`config.mk`:
```
export PLATFORM = sky130hd
export DESIGN_NAME = divider_ctrl
export DESIGN_NICKNAME = d
export VERILOG_FILES = /design/src/rtl/divider_ctrl.sv
export SDC_FILE = /design/constraint.sdc
export NUM_CORES = 1
export LEC_CHECK = 0
export CAP_MARGIN = 20
export CORE_UTILIZATION = 53
export CTS_BUF_LIST = sky130_fd_sc_hd__clkbuf_8 sky130_fd_sc_hd__clkbuf_16
export DETAILED_ROUTE_END_ITERATION = 8
export GPL_TIMING_DRIVEN = 0
export HOLD_SLACK_MARGIN = 0.05
export PLACE_DENSITY_LB_ADDON = 0.1
export SYNTH_ARGS = -nofsm -noshare
export SYNTH_HDL_FRONTEND = slang
export SYNTH_SLANG_ARGS = --single-unit
```
`constraint.sdc`:
```
create_clock -name clk -period 2.5 [get_ports clk]
set_input_delay 0.25 -clock clk [delete_from_list [all_inputs] [get_ports clk]]
set_output_delay 0.25 -clock clk [all_outputs]
set_load 0.02 [all_outputs]
```
`src/rtl/divider_ctrl.sv`:
```
// divider_ctrl: restoring divider, one quotient bit per clock through one shared subtractor.
// Optional zero-divisor shortcut and error flag enabled by defining DIVIDER_DBZ_DETECT_EN.

// subtractor: plain W-bit difference, the only arithmetic resource of the divider
module subtractor #(
    parameter int W = 9
) (
    input  logic [W-1:0] a_i,
    input  logic [W-1:0] b_i,
    output logic [W-1:0] diff_o
);
    assign diff_o = a_i - b_i;
endmodule

module divider_ctrl #(
    parameter int nBit = 8
) (
    input  logic            clk,
    input  logic            rst_n,
    input  logic            start,
    input  logic [nBit-1:0] dividend,
    input  logic [nBit-1:0] divisor,
    output logic            busy,
    output logic            done,
    output logic [nBit-1:0] quotient,
    output logic [nBit-1:0] remainder,
    output logic            div_by_zero
);
`ifdef DIVIDER_DBZ_DETECT_EN
    localparam bit DbzEn = 1'b1;
`else
    localparam bit DbzEn = 1'b0;
`endif
    localparam int CW = $clog2(nBit + 1);

    typedef enum logic [1:0] {IDLE, RUN, DONE} state_t;

    state_t          state_q;
    logic [nBit-1:0] q_q, r_q, d_q, quo_q, rem_q;
    logic [nBit-1:0] q_d, r_d;
    logic [CW-1:0]   cnt_q;
    logic            busy_q, done_q, dbz_q;
    logic [nBit:0]   trial;

    // After k iterations R < 2^k, so R's MSB is still 0 whenever an iteration
    // runs; {R,Q_msb} is therefore the zero-extended shifted remainder.
    subtractor #(.W(nBit + 1)) u_sub (
        .a_i   ({r_q, q_q[nBit-1]}),
        .b_i   ({1'b0, d_q}),
        .diff_o(trial)
    );

    // Next partial remainder and quotient for one restoring step
    always_comb begin
        q_d = {q_q[nBit-2:0], ~trial[nBit]};
        r_d = trial[nBit] ? {r_q[nBit-2:0], q_q[nBit-1]} : trial[nBit-1:0];
    end

    // Control FSM with operand/iteration registers and registered outputs
    always_ff @(posedge clk or negedge rst_n) begin
        if (!rst_n) begin
            state_q <= IDLE;
            q_q     <= '0;
            r_q     <= '0;
            d_q     <= '0;
            cnt_q   <= '0;
            quo_q   <= '0;
            rem_q   <= '0;
            busy_q  <= 1'b0;
            done_q  <= 1'b0;
            dbz_q   <= 1'b0;
        end else begin
            done_q <= 1'b0;
            case (state_q)
                RUN: begin
                    q_q   <= q_d;
                    r_q   <= r_d;
                    cnt_q <= cnt_q - CW'(1);
                    if (cnt_q == CW'(1)) begin
                        state_q <= DONE;
                        busy_q  <= 1'b0;
                        done_q  <= 1'b1;
                        quo_q   <= q_d;
                        rem_q   <= r_d;
                    end
                end
                default: begin
                    if (start) begin
                        q_q   <= dividend;
                        d_q   <= divisor;
                        r_q   <= '0;
                        cnt_q <= CW'(nBit);
                        dbz_q <= 1'b0;
                        if (DbzEn && divisor == '0) begin
                            state_q <= DONE;
                            done_q  <= 1'b1;
                            quo_q   <= '1;
                            rem_q   <= dividend;
                            dbz_q   <= 1'b1;
                        end else begin
                            state_q <= RUN;
                            busy_q  <= 1'b1;
                        end
                    end else begin
                        state_q <= IDLE;
                    end
                end
            endcase
        end
    end

    assign busy        = busy_q;
    assign done        = done_q;
    assign quotient    = quo_q;
    assign remainder   = rem_q;
    assign div_by_zero = DbzEn ? dbz_q : 1'b0;
endmodule

```
==> qor.yml <==
run_status:
  status: "finished clean"
global_routing:
  grt_max_degree: 31
  grt_pass1_vias: 1813
  grt-ovfl-total: 0
  grt_pass1_wl_mm: 8.756
  track_usage_pct: 23.45
  antenna_found_initial: 0
pwr:
  swShare_pct: 41.85
  ir_drop_uv: 1217
  p_clk_share_pct: 11.4
  leakage_nw: 1.407
  switching_power_mw: 2.208
  power.density_mw_per_mm2: 1706
  p_int_mw: 3.068
  power_frac_seq_pct: 26.9
  comb_power_share_pct: 61.7
critical_path:
  cp-endpoint: "remainder[7]$_DFFE_PN0P_"
  end_kind: "flip-flop"
  critical-path-top-delay-family: "compound AO/OA/AOI/OAI gates"
  reg2reg_from: "q_q[7]$_DFFE_PN0P_"
  rr_endpoint: "remainder[7]$_DFFE_PN0P_"
  crit_chain: "inv_2 > ha_4 > inv_2 > fa_2 > a211oi_4 > o211ai_1 > a221o_2 > a311o_1 > a31oi_1"
  worstPathArrival_ns: 2.66
  crit_top_cell: "inv_2"
  cp.required_ns: 2.73
  cp_slowest_cell: "a221o_2"
  critPathLaunchType: "flip-flop"
  worstSetupPathDepth: 9
  crit_type: "flip-flop to flip-flop"
  critPathMaxStageDelay_ns: 0.45
  worstRegToRegCells: 9
  critPathMaxFanout: 4
  worst-r2r-setup-slack_ns: 0.07
  setup.worst_path.start: "q_q[7]$_DFFE_PN0P_"
  cp_num_buf_inv: 2
yosys:
  synthDistinctLibCells: 39
  synth_area_leaders: "dfrtp_1, nand2_1, mux2i_1"
  ys_warn_count: 0
  syn_avg_cell_area_um2: 10.01
  synth_top_area_share_pct: 49.97
  ys_seq_area_share_pct: 49.97
  syn_nets: 270
  synthesis.area_mm2: 0.002404
  yosys.area.top_type: "dfrtp_1"
  ys_ff_latch: 48
  synth_cells: 240
routing:
  drc_errors: 0
  vias: 1856
  dr.pass1.iters: 4
  ant_nets: 0
  drt-initial-drc-count: 132
  wirelength_mm: 5.063
  wl_per_cell_um: 14.76
  viasPerCell: 5.411
placement:
  dp_hpwl_mm: 3.520
  port_buffers: 36
  place_congestion: 0.7640
  place_area_mm2: 0.002844
  place_ws_ns: -0.1222
timing:
  fin_ws_ns: 0.07000
  rsz0062_at_grt: "true"
  setup_viol: 0
  fmax_ghz: 0.4115
  fin_crit_ns: 2.430
  worst_pin_slew_ns: 0.6504
  drv_slew: 0
  finalHoldViolations: 0
  skew_ns: 0.009512
  relSlewSlack_pct: 56.64
  timing.final.crit_share_pct: 97.20
die:
  die_h_um: 69.34
  start_util_pct: 55.20
  io_pins: 38
  die-area_mm2: 0.004808
  rows: 24
  core_mm2: 0.004354
  die_w_um: 69.34
layout:
  stdcell_area_mm2: 0.003092
  area_growth_pct: 28.63
  layout_common_cells: "dfrtp_1, nand2_1, clkdlybuf4s50_1, o21ai_1, o21ai_0"
  insertedDiodeCount: 0
  final_common_cell: "dfrtp_1"
  n_fill_cell: 349
  drive_gt1_share_pct: 13.75
  nets: 320
clock_network:
  cts_tree: "built"
  clk_latency_ns: 0.31
  cts_max_level: 2
  cts_num_sinks: 48
  cts_buffer_depth: 2
  clkTransAtPathRegs_ns: 0.09
  clock-root-buffer: "clkbuf_8"
  numCtsBuffers: 5
min_path:
  hold_class: "primary input to async pin"
run:
  maxCapViolations: 0
## kinds of logic (layout without fill, tap and decap cells)
logic type	after synthesis	count (layout)	synth area share, %
simple gates	75	75	14.42
compound gates	53	53	13.43
flops	48	48	49.97
buf+inv	25	76	4.373
mux	22	22	9.786
fa+ha+maj	11	11	6.039
xor+xnor	5	5	1.822
other cells	1	1	0.1560
## worst min path at each step
stage	to	slack (ns)
2_1_floorplan	busy$_DFFE_PN0P_	-0.05
3_3_place_gp	quotient[5]$_DFFE_PN0P_	0.46
3_5_place_dp	cnt_q[0]$_DFFE_PN0P_	0.23
4_1_cts	cnt_q[0]$_DFFE_PN0P_	0.43
5_1_grt	cnt_q[0]$_DFFE_PN0P_	0.46
6_report	cnt_q[0]$_DFFE_PN0P_	0.40
## power by group through the flow
stage | registers (mW) | clock network [mW] | logic (mW)
after global placement | 1.40 | 0 | 2.58
after global routing | 1.47 | 0.647 | 3.56
after CTS | 1.41 | 0.607 | 2.96
final | 1.42 | 0.600 | 3.26
after floorplan | 1.50 | 0 | 1.82
after detailed placement | 1.41 | 0 | 2.65
## timing repair
action / 4_1_cts / 5_1_grt
resized for setup: 9 / 12
pin swaps: 7 / 5
endpoints found under the setup margin: 12 / 16
hold endpoints to repair: 18 / 0
hold buffers: 1 / 0
buffers inserted: 4 / 1
## synth_stat cells, drive strengths merged
master,n
nor3b,2
nand3b,7
xor2,4
or4,2
a21o,2
a221oi,1
mux2i,13
conb,1
o211a,1
o211ai,3
fa,1
a21oi,8
a211oi,3
ha,10
or3,1
xnor2,1
a311o,1
a221o,1
nand2b,3
buf,4
dfrtp,48
o22ai,1
a31oi,4
nand2,42
nor3,4
inv,14
a21boi,1
nor2,11
mux2,9
o21ai,27
nor2b,3
clkbuf,7
## registers in the layout, summed over array words and instances, names as in the netlist
register and cells:
d_q 8, busy 1, done 1, quotient 8
remainder 8, q_q 8, cnt_q 4, r_q 8
state_q 2
## metrics by stage
step	TNS [ns]	instances	total power, mW	hold slack, ns	utilization [%]
floorplan	0	240	3.315	-0.04559	-
global placement	-10.98	328	3.982	0.4599	64.97
detailed placement	-0.7771	329	4.057	0.2251	65.32
CTS	-0.02118	342	4.975	0.4287	69.94
global route	-0.1808	343	5.680	0.4602	71.01
finish	0	343	5.275	0.4021	71.01
## metal layers
layer | up-vias | GRT usage [%] | part of all wire, %
met1 | 889 | 32.40 | 48
met2 | 35 | 36.89 | 46
li1 | 927 | - | -
met4 | 0 | 6.122 | 1.1
met5 | - | 0 | 0
met3 | 5 | 6.105 | 4.0
## cell type report
class,instances,area (um^2),share of cell area (%)
plain buffers,11,56.30,1.821
clock buffers,6,82.58,2.671
clock inverters,2,38.79,1.255
inverters,14,52.55,1.700
multi-input cells,167,1169,37.80
flip-flops and latches,48,1201,38.85
well taps,52,65.06,2.104
repair buffers,43,426.7,13.80
No activity file was read; power rests on OpenSTA's default activity.
